File: src/rtl/reg_dump_reader_pkg.sv
// ---------------------------------------------------------------------------
// reg_dump_reader_pkg
//   Shared definitions for the register-dump reader and the register file it
//   inspects: default word/index widths and the reader FSM state encoding.
//   Optional feature macro: DUMP_CHECKSUM_EN adds the CSUM state.
// ---------------------------------------------------------------------------
package reg_dump_reader_pkg;

  localparam int DEF_DATA_W = 32;
  localparam int DEF_IDX_W  = 5;

  localparam logic [2:0] S_IDLE = 3'd0;
  localparam logic [2:0] S_ADDR = 3'd1;
  localparam logic [2:0] S_CAPT = 3'd2;
  localparam logic [2:0] S_SEND = 3'd3;
  localparam logic [2:0] S_FIN  = 3'd4;
`ifdef DUMP_CHECKSUM_EN
  localparam logic [2:0] S_CSUM = 3'd5;
`endif

  typedef enum logic [2:0] {
    ST_IDLE = S_IDLE,
    ST_ADDR = S_ADDR,
    ST_CAPT = S_CAPT,
    ST_SEND = S_SEND,
`ifdef DUMP_CHECKSUM_EN
    ST_CSUM = S_CSUM,
`endif
    ST_FIN  = S_FIN
  } state_t;

endpackage

File: src/rtl/reg_dump_reader_dump_index_counter.sv
// ---------------------------------------------------------------------------
// reg_dump_reader_dump_index_counter
//   Register index walker for the dump reader. Loads the first index, steps
//   by one on request, and flags the final index.
//   Ports:
//     clk, rst    clock, synchronous active-high reset (index -> 0)
//     i_load      load the first index (1 when SKIP_ZERO, else 0)
//     i_inc       advance to the next index
//     o_idx       current register index
//     o_is_last   o_idx == NUM_REGS-1
// ---------------------------------------------------------------------------
module reg_dump_reader_dump_index_counter #(
  parameter int IDX_W     = 5,
  parameter int NUM_REGS  = 32,
  parameter int SKIP_ZERO = 0
) (
  input  logic             clk,
  input  logic             rst,
  input  logic             i_load,
  input  logic             i_inc,
  output logic [IDX_W-1:0] o_idx,
  output logic             o_is_last
);

  localparam logic [IDX_W-1:0] FIRST_IDX = IDX_W'((SKIP_ZERO != 0) ? 1 : 0);
  localparam logic [IDX_W-1:0] LAST_IDX  = IDX_W'(NUM_REGS - 1);

  logic [IDX_W-1:0] r_idx;
  logic             w_is_last;

  assign w_is_last = (r_idx == LAST_IDX);

  // The last-index compare gates the increment, so the index never wraps even
  // when NUM_REGS fills the whole index space.
  always_ff @(posedge clk) begin
    if (rst) begin
      r_idx <= '0;
    end else if (i_load) begin
      r_idx <= FIRST_IDX;
    end else if (i_inc && !w_is_last) begin
      r_idx <= r_idx + 1'b1;
    end
  end

  assign o_idx     = r_idx;
  assign o_is_last = w_is_last;

endmodule

File: src/rtl/reg_dump_reader.sv
// ---------------------------------------------------------------------------
// reg_dump_reader
//   Walks the register file's debug read port (reg_no -> val) in index order
//   and emits one valid/ready beat per register toward debug/trace logic.
//   Optional feature macro: DUMP_CHECKSUM_EN -- appends one beat carrying the
//   XOR of all dumped words (out_idx=0), which then carries out_last.
//   Ports:
//     clk, rst           clock, synchronous active-high reset
//     start              one-cycle dump request, ignored while busy
//     reg_no / val       register file debug port (val combinational)
//     out_valid/ready    stream handshake
//     out_data/out_idx   register word and its index
//     out_last           final beat of the dump
//     busy               dump in progress
//     done               one-cycle pulse after the final handshake
// ---------------------------------------------------------------------------
module reg_dump_reader
  import reg_dump_reader_pkg::*;
#(
  parameter int DATA_W    = DEF_DATA_W,
  parameter int IDX_W     = DEF_IDX_W,
  parameter int NUM_REGS  = 32,
  parameter int SKIP_ZERO = 0
) (
  input  logic              clk,
  input  logic              rst,
  input  logic              start,
  output logic [IDX_W-1:0]  reg_no,
  input  logic [DATA_W-1:0] val,
  output logic              out_valid,
  input  logic              out_ready,
  output logic [DATA_W-1:0] out_data,
  output logic [IDX_W-1:0]  out_idx,
  output logic              out_last,
  output logic              busy,
  output logic              done
);

  state_t            r_state;
  logic              r_valid;
  logic [DATA_W-1:0] r_data;
  logic [IDX_W-1:0]  r_idx;
  logic              r_last;
  logic              r_busy;
  logic              r_done;
`ifdef DUMP_CHECKSUM_EN
  logic [DATA_W-1:0] r_csum;
`endif

  logic w_hs;
  logic w_load;
  logic w_inc;
  logic w_is_last;

  assign w_hs   = r_valid && out_ready;
  assign w_load = (r_state == ST_IDLE) && start;
  assign w_inc  = (r_state == ST_SEND) && w_hs && !w_is_last;

  reg_dump_reader_dump_index_counter #(
    .IDX_W     (IDX_W),
    .NUM_REGS  (NUM_REGS),
    .SKIP_ZERO (SKIP_ZERO)
  ) u_idx (
    .clk       (clk),
    .rst       (rst),
    .i_load    (w_load),
    .i_inc     (w_inc),
    .o_idx     (reg_no),
    .o_is_last (w_is_last)
  );

  always_ff @(posedge clk) begin
    if (rst) begin
      r_state <= ST_IDLE;
      r_valid <= 1'b0;
      r_data  <= '0;
      r_idx   <= '0;
      r_last  <= 1'b0;
      r_busy  <= 1'b0;
      r_done  <= 1'b0;
`ifdef DUMP_CHECKSUM_EN
      r_csum  <= '0;
`endif
    end else begin
      r_done <= 1'b0;
      case (r_state)
        ST_IDLE: begin
          if (start) begin
            r_busy  <= 1'b1;
            r_state <= ST_ADDR;
`ifdef DUMP_CHECKSUM_EN
            r_csum  <= '0;
`endif
          end
        end
        // reg_no was updated last edge; give the register file a full cycle.
        ST_ADDR: r_state <= ST_CAPT;
        ST_CAPT: begin
          r_data  <= val;
          r_idx   <= reg_no;
          r_valid <= 1'b1;
`ifdef DUMP_CHECKSUM_EN
          r_last  <= 1'b0;
`else
          r_last  <= w_is_last;
`endif
          r_state <= ST_SEND;
        end
        ST_SEND: begin
          if (w_hs) begin
            if (!w_is_last) begin
              r_valid <= 1'b0;
              r_state <= ST_ADDR;
            end else begin
`ifdef DUMP_CHECKSUM_EN
              // Fold in the final word and present the checksum beat directly;
              // out_valid stays high because a new beat replaces the old one.
              r_csum  <= r_csum ^ r_data;
              r_data  <= r_csum ^ r_data;
              r_idx   <= '0;
              r_last  <= 1'b1;
              r_state <= ST_CSUM;
`else
              r_valid <= 1'b0;
              r_last  <= 1'b0;
              r_done  <= 1'b1;
              r_state <= ST_FIN;
`endif
            end
`ifdef DUMP_CHECKSUM_EN
            if (!w_is_last) begin
              r_csum <= r_csum ^ r_data;
            end
`endif
          end
        end
`ifdef DUMP_CHECKSUM_EN
        ST_CSUM: begin
          if (w_hs) begin
            r_valid <= 1'b0;
            r_last  <= 1'b0;
            r_done  <= 1'b1;
            r_state <= ST_FIN;
          end
        end
`endif
        ST_FIN: begin
          r_busy  <= 1'b0;
          r_state <= ST_IDLE;
        end
        default: r_state <= ST_IDLE;
      endcase
    end
  end

  assign out_valid = r_valid;
  assign out_data  = r_data;
  assign out_idx   = r_idx;
  assign out_last  = r_last;
  assign busy      = r_busy;
  assign done      = r_done;

endmodule

File: config.mk
export PLATFORM = sky130hd
export DESIGN_NAME = reg_dump_reader
export DESIGN_NICKNAME = d
export VERILOG_FILES = /design/src/rtl/reg_dump_reader_pkg.sv /design/src/rtl/reg_dump_reader_dump_index_counter.sv /design/src/rtl/reg_dump_reader.sv
export SDC_FILE = /design/constraint.sdc
export NUM_CORES = 1
export LEC_CHECK = 0
export ABC_AREA = 0
export BUFFER_PORTS_ARGS = -buffer_cell sky130_fd_sc_hd__buf_2
export CELL_PAD_IN_SITES_DETAIL_PLACEMENT = 1
export CELL_PAD_IN_SITES_GLOBAL_PLACEMENT = 1
export CORE_MARGIN = 8
export CORE_UTILIZATION = 29
export CTS_CLUSTER_DIAMETER = 50
export CTS_CLUSTER_SIZE = 24
export DETAILED_ROUTE_END_ITERATION = 10
export GPL_ROUTABILITY_DRIVEN = 0
export HOLD_SLACK_MARGIN = 0.02
export MAX_ROUTING_LAYER = met4
export PLACE_DENSITY_LB_ADDON = 0.1
export SLEW_MARGIN = 10
export SYNTH_ARGS = -nofsm -noshare
export SYNTH_HDL_FRONTEND = slang
export SYNTH_SLANG_ARGS = --single-unit
File: constraint.sdc
create_clock -name clk -period 2.2 [get_ports clk]
set_input_delay 0.33 -clock clk [delete_from_list [all_inputs] [get_ports clk]]
set_output_delay 0.33 -clock clk [all_outputs]
set_load 0.01 [all_outputs]
==> out/qor.yml <==
outcome: "finished, final reports clean"
grt_pass1_wl_um: 8521
stdcell_area_um2: 2376
drc_errors: 0
initial_core_util_pct: 30.19
vias_per_cell: 4.667
cp.required_ps: 2430
dp_hpwl_um: 4009
period_needed_ps: 2048
grt_pass1_vias: 1729
dieArea_um2: 8976
wl_per_cell_um: 14.26
final_cells: 375
cts_buffers: 5
slew-limit-headroom_pct: 59.32
ys_types: 26
final_layout_size_suffix_gt1_share_pct: 32.33
clk-insertion-delay-late_ps: 290
synth-edff-count: 0
yosys.area.top_type: "dfxtp_1"
fin_total_pwr_w: 0.001723
dp_slack_ps: 97.50
synthArstFlopShare_pct: 0
routed_wl_um: 5349
start_kind: "flop"
maxCapViolCount: 0
hold_path.class: "in2reg"
arrival_ps: 2280
yosysSeqAreaShare_pct: 54.56
worstSetupPathType: "reg2reg"
clk_pin_slew_ps: 80
worstPathMaxFanout: 8
diodes: 0
yosys-top-cells-area: "dfxtp_1 (55%), nand2_1 (15%), a21oi_1 (13%)"
use_met3_pct: 4.444
cts.sinks: 49
vias: 1750
power_density_nw_per_um2: 725.2
endpoint_kind: "flop"
period_share_pct: 93.08
grt_util_met2_pct: 18.71
gr-usage-met1_pct: 14.68
cts_root_buf: "clkbuf_8"
tns_ps: 0
final_antenna_net_count: 0
r2r_cells: 6
die_h_um: 94.74
place_area_um2: 2287
synth_seq_cells: 49
synth_nets: 258
hold_violations: 0
grt_max_degree: 33
overflow: 0
p_leak_nw: 1.055
drt_pre_antenna_iters: 4
fmax_ghz: 0.4883
clock_skew_ps: 4.147
areaGrowthSynthToFinish_pct: 32.15
synthTopCellsByCount: "nand2_1 (74), dfxtp_1 (49), a21oi_1 (45)"
seqCellArea_um2: 980.9
path_common_cell: "ha_1"
syn_inst: 220
antenna_found_initial: 0
synth.most_common_cell: "nand2_1"
synthFlopType: "dfxtp_1"
grt_busiest_layer: "met2"
placementRows: 28
fill_cells: 756
finalMaxSlewViolations: 0
peakVddDrop_mv: 0.3242
die_x_um: 94.74
synth_top_area_share_pct: 54.56
crit_path_top_delay_cell: "or4_1"
numPortBuffers: 81
coreArea_um2: 5956
cts_tree: "built"
drt_iter0_drc: 49
layout.nets: 338
worstHoldPathCells: 3
slowest_delay_ps: 480
clockBufferDepth: 2
rsz0062_at_grt: "no"
crit_chain: "ha_1 > and3_1 > ha_1 > or3b_4 > or4_1 > a21oi_1"
pin_count: 82
place_inst: 368
multi_input_area_um2: 745.7
ys_warn_count: 0
syn_avg_cell_area_um2: 8.173
worst_slew_pin_slew_ps: 610.3
track_usage_pct: 12.21
ctsHtreeMaxLevel: 2
fin_ws_ps: 152.2
mappedNetlistArea_um2: 1798
setup_violations: 0
[cell usage in the layout (no fill, tap or decap)]
cell,n
buf_2,81
nand2_1,74
dfxtp_1,49
a21oi_1,45
buf_4,7
nand3_1,6
clkbuf_8,6
o21ai_0,4
inv_1,3
and3_1,2
o31ai_1,2
or4_1,2
nor2_1,2
nor4b_1,2
ha_1,2
nor3b_2,1
or3b_1,1
or3b_4,1
a31o_2,1
nor3b_1,1
or3_1,1
or2b_1,1
a22oi_1,1
a211oi_1,1
a2111oi_0,1
a2bb2oi_1,1
nor3_1,1
clkbuf_1,1
[final cells by class]
cell class	instances	share of cell area, %
Timing Repair Buffer	88	19.27
Clock buffer	7	3.633
Tap cell	75	3.949
Multi-Input combinational cell	153	31.38
Sequential cell	49	41.28
Inverter	3	0.4739
[kinds of logic (layout without fill, tap and decap cells)]
logic type | after synthesis | after routing | synth area share, %
buffers and inverters | 18 | 98 | 4.384
AND/OR/NAND/NOR | 95 | 95 | 22.90
flip-flops | 49 | 49 | 54.56
adder cells (fa/ha/maj) | 2 | 2 | 1.392
AO/OA/AOI/OAI | 56 | 56 | 16.77
[final timing paths]
kind,startpoint,endpoint,slack (ps)
setup / recovery,u_idx.o_idx[0]$_SDFFE_PP0P_,u_idx.o_idx[3]$_SDFFE_PP0P_,150
hold / removal,val[3],out_data[3]$_SDFFE_PP0P_,270
setup reg to reg,u_idx.o_idx[0]$_SDFFE_PP0P_,u_idx.o_idx[3]$_SDFFE_PP0P_,150
hold reg to reg,out_data[2]$_SDFFE_PP0P_,out_data[2]$_SDFFE_PP0P_,450
[per-stage QoR]
stage,utilization (%),hold WS (ps)
finish,39.90,267.5
global placement,38.40,439.4
detailed placement,38.40,443.5
CTS,39.85,255.0
global route,39.90,249.0
floorplan,-,466.0
[layer usage]
metal | up-vias | wire length [µm]
met5 | - | 0
met4 | 0 | 55
met3 | 6 | 436
met2 | 50 | 2475
met1 | 799 | 2381
li1 | 895 | -
[sequential cells by signal (all words and copies together) (netlist names)]
name         cells
out_data        32
out_last         1
done             1
r_state          3
u_idx.o_idx      5
busy             1
out_idx          5
out_valid        1
[critical path, delay by kind of cell (launching register included)]
| family | cells | cell delay [ps] |
|---|---|---|
| AO/OA/AOI/OAI | 1 | 140 |
| AND/OR/NAND/NOR | 3 | 1080 |
| flip-flops | 1 | 360 |
| adder cells (fa/ha/maj) | 2 | 410 |
[repair_timing]
item	CTS	global route
gates resized for setup	0	1
setup buffers	0	0
hold buffers	0	0
endpoints found under the setup margin	0	1
hold endpoints to repair	0	0
[power by group]
| group | switching [W] | leakage (nW) | internal, W |
|---|---|---|---|
| combinational | 0.000141 | 0.612 | 0.0000992 |
| sequential | 0.0000259 | 0.398 | 0.000929 |
| clock | 0.000277 | 0.0443 | 0.000250 |
| total | 0.000445 | 1.06 | 0.00128 |
Note: power is estimated with default switching activity, not from simulation.
